[config.mk]
export PLATFORM = sky130hd
export DESIGN_NAME = seg7_scan_mux_flat
export DESIGN_NICKNAME = d
export VERILOG_FILES = /design/src/rtl/seg7_scan_if.sv /design/src/rtl/seg7_scan_mux.sv /design/src/flat_wrapper.sv
export SDC_FILE = /design/constraint.sdc
export NUM_CORES = 1
export LEC_CHECK = 0
export ABC_AREA = 0
export CAP_MARGIN = 10
export CELL_PAD_IN_SITES_DETAIL_PLACEMENT = 1
export CELL_PAD_IN_SITES_GLOBAL_PLACEMENT = 1
export CORE_MARGIN = 8
export CORE_UTILIZATION = 35
export DETAILED_ROUTE_END_ITERATION = 10
export HOLD_SLACK_MARGIN = 0.1
export PLACE_DENSITY_LB_ADDON = 0.25
export SETUP_SLACK_MARGIN = 0.2
export SYNTH_ARGS = -nofsm -noshare
export SYNTH_HDL_FRONTEND = slang
export SYNTH_SLANG_ARGS = --single-unit
[constraint.sdc]
create_clock -name clk -period 2.2 [get_ports clk]
set_input_delay 0.44 -clock clk [delete_from_list [all_inputs] [get_ports clk]]
set_output_delay 0.44 -clock clk [all_outputs]
set_load 0.005 [all_outputs]
[src/rtl/seg7_scan_if.sv]
// Bus between the seven-segment pattern source and the scan multiplexer.
// The master side drives the control inputs and the patterns. The slave side
// drives the display pins.
interface seg7_scan_if #(
  parameter int NUM_DIGITS = 4
);
  logic                           enable;
  logic [3:0]                     bright;
  logic [NUM_DIGITS-1:0][7:0]     seg_in;   // digit k pattern in seg_in[k]
  logic [7:0]                     seg_out;
  logic [NUM_DIGITS-1:0]          dig_sel;
  logic                           frame_tick;

  modport master (
    output enable, bright, seg_in,
    input  seg_out, dig_sel, frame_tick
  );

  modport slave (
    input  enable, bright, seg_in,
    output seg_out, dig_sel, frame_tick
  );
endinterface

[src/rtl/seg7_scan_mux.sv]
// Time-multiplexed seven-segment driver.
// Each digit gets a slot of SCAN_DIV cycles. Every digit is dark for the
// first BLANK_CYC cycles of a slot. The rest of the slot is the ON window,
// where a 4-bit PWM gates the selected digit. A digit's pattern is captured
// once at the start of its slot, so changes mid-slot wait for the next visit.
module seg7_scan_mux #(
  parameter int NUM_DIGITS     = 4,
  parameter int SCAN_DIV       = 50000,
  parameter int BLANK_CYC      = 200,
  parameter int SEG_ACTIVE_LOW = 0,
  parameter int DIG_ACTIVE_LOW = 1
) (
  input logic         clk,
  input logic         rst_n,
  seg7_scan_if.slave  bus
);
  localparam int CNT_W = $clog2(SCAN_DIV);
  localparam int IDX_W = (NUM_DIGITS > 1) ? $clog2(NUM_DIGITS) : 1;

  localparam logic [CNT_W-1:0] SLOT_LAST  = CNT_W'(SCAN_DIV - 1);
  localparam logic [CNT_W-1:0] BLANK_LAST = CNT_W'(BLANK_CYC - 1);
  localparam logic [IDX_W-1:0] IDX_LAST   = IDX_W'(NUM_DIGITS - 1);

  // Pin polarity masks. The "off" value at the pins is the mask itself.
  localparam logic [7:0]            SEG_XOR = (SEG_ACTIVE_LOW != 0) ? 8'hFF : 8'h00;
  localparam logic [NUM_DIGITS-1:0] DIG_XOR = (DIG_ACTIVE_LOW != 0) ? {NUM_DIGITS{1'b1}}
                                                                    : {NUM_DIGITS{1'b0}};

  typedef enum logic [1:0] {IDLE, BLANK, ON} state_t;

  state_t                 state;
  logic [CNT_W-1:0]       slot_cnt;
  logic [IDX_W-1:0]       dig_idx;
  logic [IDX_W-1:0]       nxt_idx;
  logic [3:0]             pwm_cnt;
  logic [7:0]             snapshot;
  logic [7:0]             seg_q;
  logic [NUM_DIGITS-1:0]  dig_q;
  logic                   tick_q;
  logic                   lit;
  logic [NUM_DIGITS-1:0]  onehot;

  // Next digit in scan order, wrapping at the last digit.
  always_comb begin
    nxt_idx = (dig_idx == IDX_LAST) ? '0 : dig_idx + 1'b1;
  end

  // Decide whether the current digit is lit this cycle. A digit is lit only
  // in the ON window while the PWM count is below the brightness.
  always_comb begin
    lit    = (state == ON) && (pwm_cnt < bus.bright);
    onehot = {{(NUM_DIGITS-1){1'b0}}, 1'b1} << dig_idx;
  end

  // Scan FSM. The pin outputs are registered from the pre-edge state, so
  // they trail the FSM by one cycle.
  always_ff @(posedge clk or negedge rst_n) begin
    if (!rst_n) begin
      state    <= IDLE;
      slot_cnt <= '0;
      dig_idx  <= '0;
      pwm_cnt  <= '0;
      snapshot <= '0;
      seg_q    <= SEG_XOR;
      dig_q    <= DIG_XOR;
      tick_q   <= 1'b0;
    end else begin
      // Segments are forced off whenever no digit is selected.
      seg_q  <= (lit ? snapshot : 8'h00) ^ SEG_XOR;
      dig_q  <= (lit ? onehot : '0) ^ DIG_XOR;
      tick_q <= 1'b0;

      if (!bus.enable) begin
        // Dropping enable wins over any slot-end advance.
        state    <= IDLE;
        slot_cnt <= '0;
        dig_idx  <= '0;
        pwm_cnt  <= '0;
      end else begin
        unique case (state)
          IDLE: begin
            state    <= BLANK;
            slot_cnt <= '0;
            dig_idx  <= '0;
            snapshot <= bus.seg_in[0];
            tick_q   <= 1'b1;
          end
          BLANK: begin
            slot_cnt <= slot_cnt + 1'b1;
            if (slot_cnt == BLANK_LAST) begin
              state   <= ON;
              pwm_cnt <= '0;
            end
          end
          ON: begin
            pwm_cnt <= pwm_cnt + 1'b1;
            if (slot_cnt == SLOT_LAST) begin
              slot_cnt <= '0;
              state    <= BLANK;
              dig_idx  <= nxt_idx;
              snapshot <= bus.seg_in[nxt_idx];
              tick_q   <= (nxt_idx == '0);
            end else begin
              slot_cnt <= slot_cnt + 1'b1;
            end
          end
          default: state <= IDLE;
        endcase
      end
    end
  end

  assign bus.seg_out    = seg_q;
  assign bus.dig_sel    = dig_q;
  assign bus.frame_tick = tick_q;
endmodule

[src/flat_wrapper.sv]
// flat-port wrapper written by rule: the top's interface ports become plain ports
module seg7_scan_mux_flat 
#(
  parameter int NUM_DIGITS     = 4,
  parameter int SCAN_DIV       = 50000,
  parameter int BLANK_CYC      = 200,
  parameter int SEG_ACTIVE_LOW = 0,
  parameter int DIG_ACTIVE_LOW = 1
)
  (clk, rst_n, bus_enable, bus_bright, bus_seg_in, bus_seg_out, bus_dig_sel, bus_frame_tick);
  seg7_scan_if #(.NUM_DIGITS(NUM_DIGITS)) bus_i ();
  input logic clk;
  input logic rst_n;
  input wire logic [$bits(bus_i.enable)-1:0] bus_enable;
  input wire logic [$bits(bus_i.bright)-1:0] bus_bright;
  input wire logic [$bits(bus_i.seg_in)-1:0] bus_seg_in;
  output wire logic [$bits(bus_i.seg_out)-1:0] bus_seg_out;
  output wire logic [$bits(bus_i.dig_sel)-1:0] bus_dig_sel;
  output wire logic [$bits(bus_i.frame_tick)-1:0] bus_frame_tick;
  assign bus_i.enable = bus_enable;
  assign bus_i.bright = bus_bright;
  assign bus_i.seg_in = bus_seg_in;
  assign bus_seg_out = bus_i.seg_out;
  assign bus_dig_sel = bus_i.dig_sel;
  assign bus_frame_tick = bus_i.frame_tick;
  seg7_scan_mux #(.NUM_DIGITS(NUM_DIGITS), .SCAN_DIV(SCAN_DIV), .BLANK_CYC(BLANK_CYC), .SEG_ACTIVE_LOW(SEG_ACTIVE_LOW), .DIG_ACTIVE_LOW(DIG_ACTIVE_LOW)) u_core (.clk(clk), .rst_n(rst_n), .bus(bus_i));
endmodule
==> flow_metrics.tcl <==
set metrics [dict create \
    status "finished clean" \
    final_area_um2 3670 \
    drt_iter0_drc 59 \
    postRouteAntennaNets 0 \
    hold_path.class "input pin to async pin" \
    cpLargestDelayFamily "simple AND/OR/NAND/NOR gates" \
    wl_per_cell_um 17.7 \
    period_share_pct 92.7 \
    clk_latency_ns 0.32 \
    grt_usage_pct 16.0 \
    syn_area_per_cell_um2 9.23 \
    cp-start-kind "flop" \
    worst_r2r_startpoint "u_core.slot_cnt[11]$_DFFE_PN0P_" \
    nNetsFinal 412 \
    yosys.area.top_type "dfrtp_1" \
    maxSlewViolCount 0 \
    finalHoldViolCount 0 \
    synth.area.top_cells "dfrtp_1, ha_1, a21oi_1" \
    cts_tree "built" \
    cpPeakStageDelay_ns 0.56 \
    worstSetupPathType "flop to flop" \
    cp-startpoint "u_core.slot_cnt[11]$_DFFE_PN0P_" \
    dr.pass1.iters 4 \
    async_flop_share_pct 100 \
    synth_most_common_cell "dfrtp_1" \
    max_freq_mhz 490 \
    gp_congestion 0.818 \
    grt_pass1_vias 2618 \
    ys_seq_elements 45 \
    finalPower_uw 3140 \
    whs_ns 0.117 \
    dpl-instance-area_um2 3350 \
    synthesis.area_um2 2610 \
    chipHeight_um 102 \
    slew_headroom_pct 58.9 \
    cts.sinks 45 \
    ys_top_cells_by_count "dfrtp_1, a21oi_1, nand2_1, o21ai_0, nand3_1" \
    cts-root-buf "clkbuf_8" \
    dp_hpwl_um 5790 \
    synth_edf_count 0 \
    core_um2 7250 \
    drive_gt1_share_pct 21.1 \
    drcViolationCount 0 \
    cp_num_buf_inv 1 \
    start_util_pct 36.0 \
    finalSetupViolations 0 \
    h-tree-depth 2 \
    cts_buffers 5 \
    crit_chain "or4b_4 > nor4_4 > a21oi_4 > clkbuf_16 > a21oi_2 > o21ai_1" \
    rsz0062_at_grt "yes" \
    overflow 0 \
    vias 2465 \
    area_delta_synth_final_pct 40.7 \
    power_leakage_uw 0.00156 \
    tightest_slew_ns 0.612 \
    peakVddDrop_mv 0.510 \
    path_clk_slew_ns 0.10 \
    grt_pass1_wl_um 13300 \
    powerDensity_nw_per_um2 853 \
    synthCells 283 \
    crit_required_ns 2.39 \
    fin_crit_ns 2.04 \
    dieWidth_um 102 \
    via_per_inst 5.37 \
    antenna_found_initial 0 \
    io_pins 52 \
    cap_violations 0 \
    yosys_most_used_dff "dfrtp_1" \
    num_rows 31 \
    hold_buffers 0 \
    clockBufferDepth 2 \
    ys_seq_area_share_pct 43.3 \
    wirelength_um 8120 \
    synth_cell_type_count 48 \
    dieArea_um2 10500 \
    cp_slowest_cell "or4b_4" \
    tns_ns 0 \
    grt_max_degree 27 \
    yosysWarningCount 0 \
    port_buffers 51 \
    fin_skew_ns 0.0155 \
    cp.arrival_ns 2.23 \
    yosysTopAreaCellShare_pct 39.3 \
    diodes 0 \
    cp_max_fo 7 \
    cp-end-kind "flop" \
    synth_nets 336 \
]
[report_power, final]
part | total, uW | switching (uW) | internal [uW]
Clock | 577 | 337 | 240
Combinational | 1470 | 792 | 679
Sequential | 1090 | 93.0 | 994
[placed cells by master, fill, tap and decap left out, types with 3 or more instances in the layout]
| cell type | n |
|---|---|
| clkdlybuf4s50_1 | 50 |
| dfrtp_1 | 40 |
| buf_4 | 26 |
| nand2_1 | 23 |
| nand3_1 | 18 |
| a21oi_1 | 17 |
| nor2_1 | 16 |
| inv_1 | 14 |
| o21ai_0 | 13 |
| ha_1 | 11 |
| and2_1 | 10 |
| mux2i_1 | 9 |
| a22oi_1 | 8 |
| a31oi_1 | 7 |
| a21o_1 | 6 |
| or3_1 | 6 |
| o21ai_1 | 6 |
| a21oi_2 | 6 |
| o211ai_1 | 5 |
| clkbuf_8 | 5 |
| and3_1 | 4 |
| dfstp_2 | 4 |
| nand2b_1 | 3 |
| a21oi_4 | 3 |
| nand4_1 | 3 |
| nor3_2 | 3 |
| buf_6 | 3 |
[logic make-up (layout without fill, tap and decap cells)]
group	Yosys count	count (layout)	synth area share (%)
DFF	45	45	43.3
muxes	9	9	3.45
buffers and inverters	27	104	4.93
adders and majority gates	14	14	6.71
AOI/OAI and AO/OA	83	83	19.6
and+or+nand+nor	105	105	22.0
[stage by stage]
step	util (%)	worst slack [ns]	instances
2_1_floorplan	-	0.242	283
3_3_place_gp	46.2	0.155	443
3_5_place_dp	46.2	0.0710	443
4_1_cts	48.6	0.160	456
5_1_grt	50.6	0.0442	459
6_report	50.6	0.161	459
[routing by layer]
layer	part of all wire (%)	up-vias	GRT usage [%]
met5	0	-	0
met2	52	24	27.7
met4	1.8	0	5.42
met1	43	1255	19.4
li1	-	1174	-
met3	2.6	12	3.00
[registers in the layout, summed over array words and instances (netlist names)]
name                   count
u_core.slot_cnt           16
u_core.bus.seg_out         8
u_core.snapshot            8
u_core.bus.dig_sel         4
u_core.pwm_cnt             4
u_core.dig_idx             2
u_core.state               2
u_core.bus.frame_tick      1
[area by class of cell]
| class | instances | area (um^2) |
|---|---|---|
| well taps | 99 | 124 |
| multi-input cells | 211 | 1490 |
| clock buffers | 5 | 68.8 |
| flip-flops and latches | 45 | 1130 |
| inverters | 14 | 52.6 |
| fillers | 860 | 3580 |
| clock inverters | 3 | 28.8 |
| repair buffers | 82 | 779 |
[final timing paths]
path / cells past startpoint / slack (ns) / end
worst min register to register: 1 / 0.49 / u_core.bus.seg_out[5]$_DFF_PN0_
min in group clk: 1 / 0.49 / u_core.bus.seg_out[5]$_DFF_PN0_
worst max-delay path: 6 / 0.16 / u_core.slot_cnt[4]$_DFFE_PN0P_
max in group asynchronous: 2 / 1.45 / u_core.slot_cnt[11]$_DFFE_PN0P_
worst min-delay path: 1 / 0.12 / u_core.snapshot[3]$_DFFE_PN0P_
worst max register to register: 6 / 0.16 / u_core.slot_cnt[4]$_DFFE_PN0P_
[repair_timing]
action                                 CTS  global route
setup endpoints to repair               17            32
buffers inserted                         5             2
gates resized for setup                 11            26
pin swaps                               10             8
endpoints found under the hold margin    0             0
gates cloned                             0             1
No activity file was read; power rests on OpenSTA's default activity.
==> variant 1, RTL diff (same settings) <==
Reset style: synchronous (`rst_n`), changed in one clocked block.
--- a/src/rtl/seg7_scan_mux.sv
+++ b/src/rtl/seg7_scan_mux.sv
@@ -56,3 +56,3 @@
   // they trail the FSM by one cycle.
-  always_ff @(posedge clk or negedge rst_n) begin
+  always_ff @(posedge clk) begin
     if (!rst_n) begin
Check against the original RTL: differs if rst_n is asserted again (counterexample within 4 cycles, from zero or initial values and one cycle with rst_n low); with rst_n held inactive, the same outputs for 10 cycles.
==> variant 1 against the original RTL <==
Non-clock buffer count is 6 lower; global-route usage decreased by 0.093 points; hold slack improved by 0.34 ns; worst setup slack gained 0.15 ns; sequential cell count is the same; count of clock-buffer cells in the layout unchanged; cell area fell by 4.1%; routed wire length grew 6.6%; synthesized area is 3.4% higher; final cell count increased by 2.8%.
Power is not compared: it rests on default switching activity, and its combinational part moved more than twofold at a synthesized area within 25%.
==> variant 1: results (changes against the original RTL) <==
- Status: finished clean (unchanged).
- The register cell area after layout was 904.6 um^2 (was 0.001132 mm^2).
- The setup clock skew after layout is 0.007058 ns (was 0.01553 ns).
- The routed wire length is 8660 um (was 8124 um).
- The met2 track utilization from global routing is 26.81% (was 27.74%).
- The number of DRC markers after the initial detailed-route iteration is 137 (was 59).
- The final RePlAce weighted congestion is 0.8295 (was 0.8177).
- The first-pass GRT wire length is 14330 um (was 13290 um).
- The path category of the worst min-delay check is reg -> reg (was in -> async).
- The count of multi-input gates is 225 (was 211).
- The met1 usage was 19.78% (was 19.38%).
- The final standard cell area without fillers is 0.003525 mm^2 (was 0.003674 mm^2).
- The length of routed met2 wiring is 4136 um (was 4238 um).
- The arrival time of data at the critical path endpoint is 2.08 ns (was 2.23 ns).
- The fraction of the mapped netlist area in compound gates is 26.73% (was 19.60%).
- The total routing usage reported by global routing is 15.93% (was 16.03%).
- The clock latency reported for the late side of the worst-skew pair was 0.30 ns (was 0.32 ns).
- The fraction of area in multi-input gates is 46.15% (was 40.50%).
- The cell area after placement came to 0.003393 mm^2 (was 0.003349 mm^2).
- The routed length per instance is 18.35 um (was 17.70 um).
- The share of post-route cells with drive strength above 1 is 11.62% (was 21.11%).
- The maximum number of pins on one net before global-route repair was 25 (was 27).
- The HPWL reported at the end of detailed placement came to 6381 um (was 5791 um).
- Most frequent cells after synthesis: dfxtp_1 (45), nand2_1 (29), o211ai_1 (28) (was dfrtp_1 (41), a21oi_1 (25), nand2_1 (25)).
- The tap cell instance count is 102 (was 99).
- The count of inverters not on the clock network in the layout is 17 (was 14).
- The tightest slew margin relative to the limit came to 57.62% (was 58.87%).
- The fraction of area in clock buffers and inverters is 2.946% (was 2.657%).
- The fraction of cell area in non-clock buffers is 19.81% (was 21.22%).
- The fraction of met3 tracks used by global routing is 3.656% (was 2.997%).
## variant 1: changes by cell type in the layout (fill, tap and decap cells not counted), moves of 7 or more
cell | unedited run | this run
nor2_1 | 16 | 9
a21oi_1 | 17 | 10
a2bb2oi_1 | 0 | 7
o2111ai_1 | 0 | 7
o211ai_1 | 5 | 28
dfrtp_1 | 40 | 0
a22oi_1 | 8 | 1
and2_1 | 10 | 1
dfxtp_1 | 0 | 42
o211a_1 | 0 | 9
## variant 1: path summary, 6_finish.rpt
check	start	endpoint	cells past startpoint
hold reg to reg	u_core.snapshot[2]	u_core.bus.seg_out[2]	1
hold / removal	u_core.snapshot[2]	u_core.bus.seg_out[2]	1
setup reg to reg	u_core.slot_cnt[5]	u_core.snapshot[7]	4
setup / recovery	u_core.slot_cnt[5]	u_core.snapshot[7]	4
## variant 1: timing repair
action                                  4_1_cts  5_1_grt
endpoints found under the hold margin         0        0
setup buffers                                 0        2
endpoints found under the setup margin        0       11
resized for setup                             0        5
==> variant 2, RTL diff (same settings) <==
Without the edit above. `NUM_DIGITS` is set to 4 in 3 places; all go to 8.
--- a/src/rtl/seg7_scan_if.sv
+++ b/src/rtl/seg7_scan_if.sv
@@ -4,3 +4,3 @@
 interface seg7_scan_if #(
-  parameter int NUM_DIGITS = 4
+  parameter int NUM_DIGITS = 8
 );
--- a/src/rtl/seg7_scan_mux.sv
+++ b/src/rtl/seg7_scan_mux.sv
@@ -6,3 +6,3 @@
 module seg7_scan_mux #(
-  parameter int NUM_DIGITS     = 4,
+  parameter int NUM_DIGITS     = 8,
   parameter int SCAN_DIV       = 50000,
--- a/src/flat_wrapper.sv
+++ b/src/flat_wrapper.sv
@@ -3,3 +3,3 @@
 #(
-  parameter int NUM_DIGITS     = 4,
+  parameter int NUM_DIGITS     = 8,
   parameter int SCAN_DIV       = 50000,
Ports: changed (resized bus_dig_sel and bus_seg_in); port bits go from 52 to 88. No check against the original RTL was run, so the function may have changed too.
==> variant 2 against the original RTL <==
Critical path depth stayed put; power down 0.79%; worst setup slack improved by 0.00069 ns; cell area up 25%; sequential cell count grew 5; core utilization up 1.8 points; routed wire length is 37% higher; synthesized area rose by 21%; critical path type unchanged.
==> variant 2: results (changes against the original RTL) <==
- The antenna diode instance count was 0 (unchanged).
- The final RePlAce weighted congestion is 0.7852 (was 0.8177).
- The maximum VDD drop was 296.9 uV (was 510.1 uV).
- The path category of the worst min-delay check is reg -> reg (was in -> async).
- The sequential cell area fraction in the yosys report is 39.79% (was 43.32%).
- The tightest slew margin relative to the limit is 63.59% (was 58.87%).
- The total internal power came to 0.002021 W (was 0.001914 W).
- The count of buffers inserted at the top-level ports came to 87 (was 51).
- The maximum net fanout on the critical path is 8 (was 7).
- The iteration count of the initial detailed-routing pass is 4 (unchanged).
- The register with the highest flop count is u_core.slot_cnt (unchanged).
- The buffer type at the clock tree root is clkbuf_8 (unchanged).
- Dominant cells by area after synthesis: dfrtp_1 (33%), dfstp_2 (6.6%), ha_1 (5.9%) (was dfrtp_1 (39%), ha_1 (6.7%), a21oi_1 (4.8%)).
- The post-synthesis async set-or-reset flop share is 100.0% (unchanged).
- The leakage power is 1.906 nW (was 1.556 nW).
- The synthesized net count is 419 (was 336).
- The post-place setup slack is -0.01468 ns (was 0.07104 ns).
- The number of buffers created by CTS is 5 (unchanged).
- The later pin in the worst-skew pair is clocked with a latency of 0.31 ns.
- The setup clock skew after layout is 0.01537 ns (was 0.01553 ns).
- The first-pass GRT wire length is 17460 um (was 13290 um).
- The layout net count is 530 (was 412).
- The clock transition at the registers of the reported paths is 0.10 ns (about the same).
- The minimum clock period came to 2.038 ns (was 2.039 ns).
- The number of DRC markers after the initial detailed-route iteration is 125 (was 59).
- The cell area after placement is 0.004314 mm^2 (was 0.003349 mm^2).
- The routed wire length is 11090 um (was 8124 um).
- The final-layout fill cell count is 997 (was 860).
- The maximum number of pins on one net before global-route repair is 31 (was 27).
- In this run the register-to-register setup slack is 0.16 ns.
- The share of post-route cells with drive strength above 1 is 21.35% (was 21.11%).
- The maximum level of the CTS H-tree came to 2 (unchanged).
- Status: finished clean (unchanged).
- The via count of the first global-routing pass is 3438 (was 2618).
- The maximum clock path buffer count came to 2 (unchanged).
- The number of vias per cell is 5.687 (was 5.370).
- The arrival time of data at the critical path endpoint came to 2.21 ns (was 2.23 ns).
- The total routing usage reported by global routing was 16.91% (was 16.03%).
- The initial antenna violation count is 0 (unchanged).
- The HPWL reported at the end of detailed placement is 8098 um (was 5791 um).
- Most frequent cells after synthesis: dfrtp_1 (42), nand2_1 (32), inv_1 (28) (was dfrtp_1 (41), a21oi_1 (25), nand2_1 (25)).
- The number of distinct standard cells referenced by the synthesized netlist is 56 (was 48).
- The number of warning messages in the yosys log is 0 (unchanged).
-- variant 2: repair_timing --
action,CTS,global route
pin swaps,0,4
cloned,0,1
setup endpoints to repair,11,25
buffers inserted,3,4
gates resized for setup,3,24
hold endpoints to repair,5,0
hold buffers,1,0
-- variant 2: worst max-delay path, stage by stage (launching register included) --
cell      delay [ns]
dfrtp_1         0.39
inv_1           0.09
ha_2            0.45
nor3b_2         0.09
buf_4           0.17
o311ai_0        0.52
o41ai_2         0.18
-- variant 2: path summary, 6_finish.rpt --
check                              startpoint  cells after the start               endpoint
hold reg to reg            u_core.snapshot[2]                      1  u_core.bus.seg_out[2]
setup reg to reg              u_core.state[1]                      6    u_core.slot_cnt[15]
setup / recovery              u_core.state[1]                      6    u_core.slot_cnt[15]
min in group asynchronous               rst_n                      2     u_core.slot_cnt[9]
hold / removal             u_core.snapshot[2]                      1  u_core.bus.seg_out[2]
max in group asynchronous               rst_n                      3      u_core.dig_idx[1]
-- variant 2: metal layers --
metal  GRT usage (%)  share of wire (%)
met1           20.56                 43
met2           29.20                 50
met3           4.221                6.1
met4           3.644                1.3
met5               0                  0
-- variant 2: cell type report --
cell class,instances,area [um^2],area share (%)
sequential,50,1262,27.45
tap,108,135.1,2.938
clock buffer,8,110.1,2.394
multi-input combinational,238,1843,40.07
timing repair buffer,121,1144,24.86
inverter,28,105.1,2.285
-- variant 2: kinds of logic (layout without fill, tap and decap cells) --
| family | Yosys count | count (layout) | synth area share [%] |
|---|---|---|---|
| multiplexers | 25 | 25 | 8.212 |
| XOR/XNOR | 1 | 1 | 0.2764 |
| flip-flops | 50 | 50 | 39.79 |
| AO/OA/AOI/OAI | 90 | 91 | 20.88 |
| adder cells (fa/ha/maj) | 15 | 15 | 5.922 |
| buffers and inverters | 46 | 157 | 5.922 |
| AND/OR/NAND/NOR | 106 | 106 | 18.99 |
-- variant 2: through the flow --
step                std cells  hold WS (ns)  util [%]
floorplan                 333        0.1444         -
global placement          536        0.4200     49.23
detailed placement        536        0.4292     49.23
CTS                       548        0.4868     50.90
global route              553        0.5143     52.48
finish                    553        0.4878     52.48
-- variant 2: power groups by stage --
stage | combinational (W) | sequential [W] | clock, W
2_1_floorplan | 0.000681 | 0.00114 | 0
3_3_place_gp | 0.00118 | 0.00115 | 0
3_5_place_dp | 0.00121 | 0.00116 | 0
4_1_cts | 0.00124 | 0.00114 | 0.000644
5_1_grt | 0.00145 | 0.00116 | 0.000679
6_report | 0.00133 | 0.00114 | 0.000640
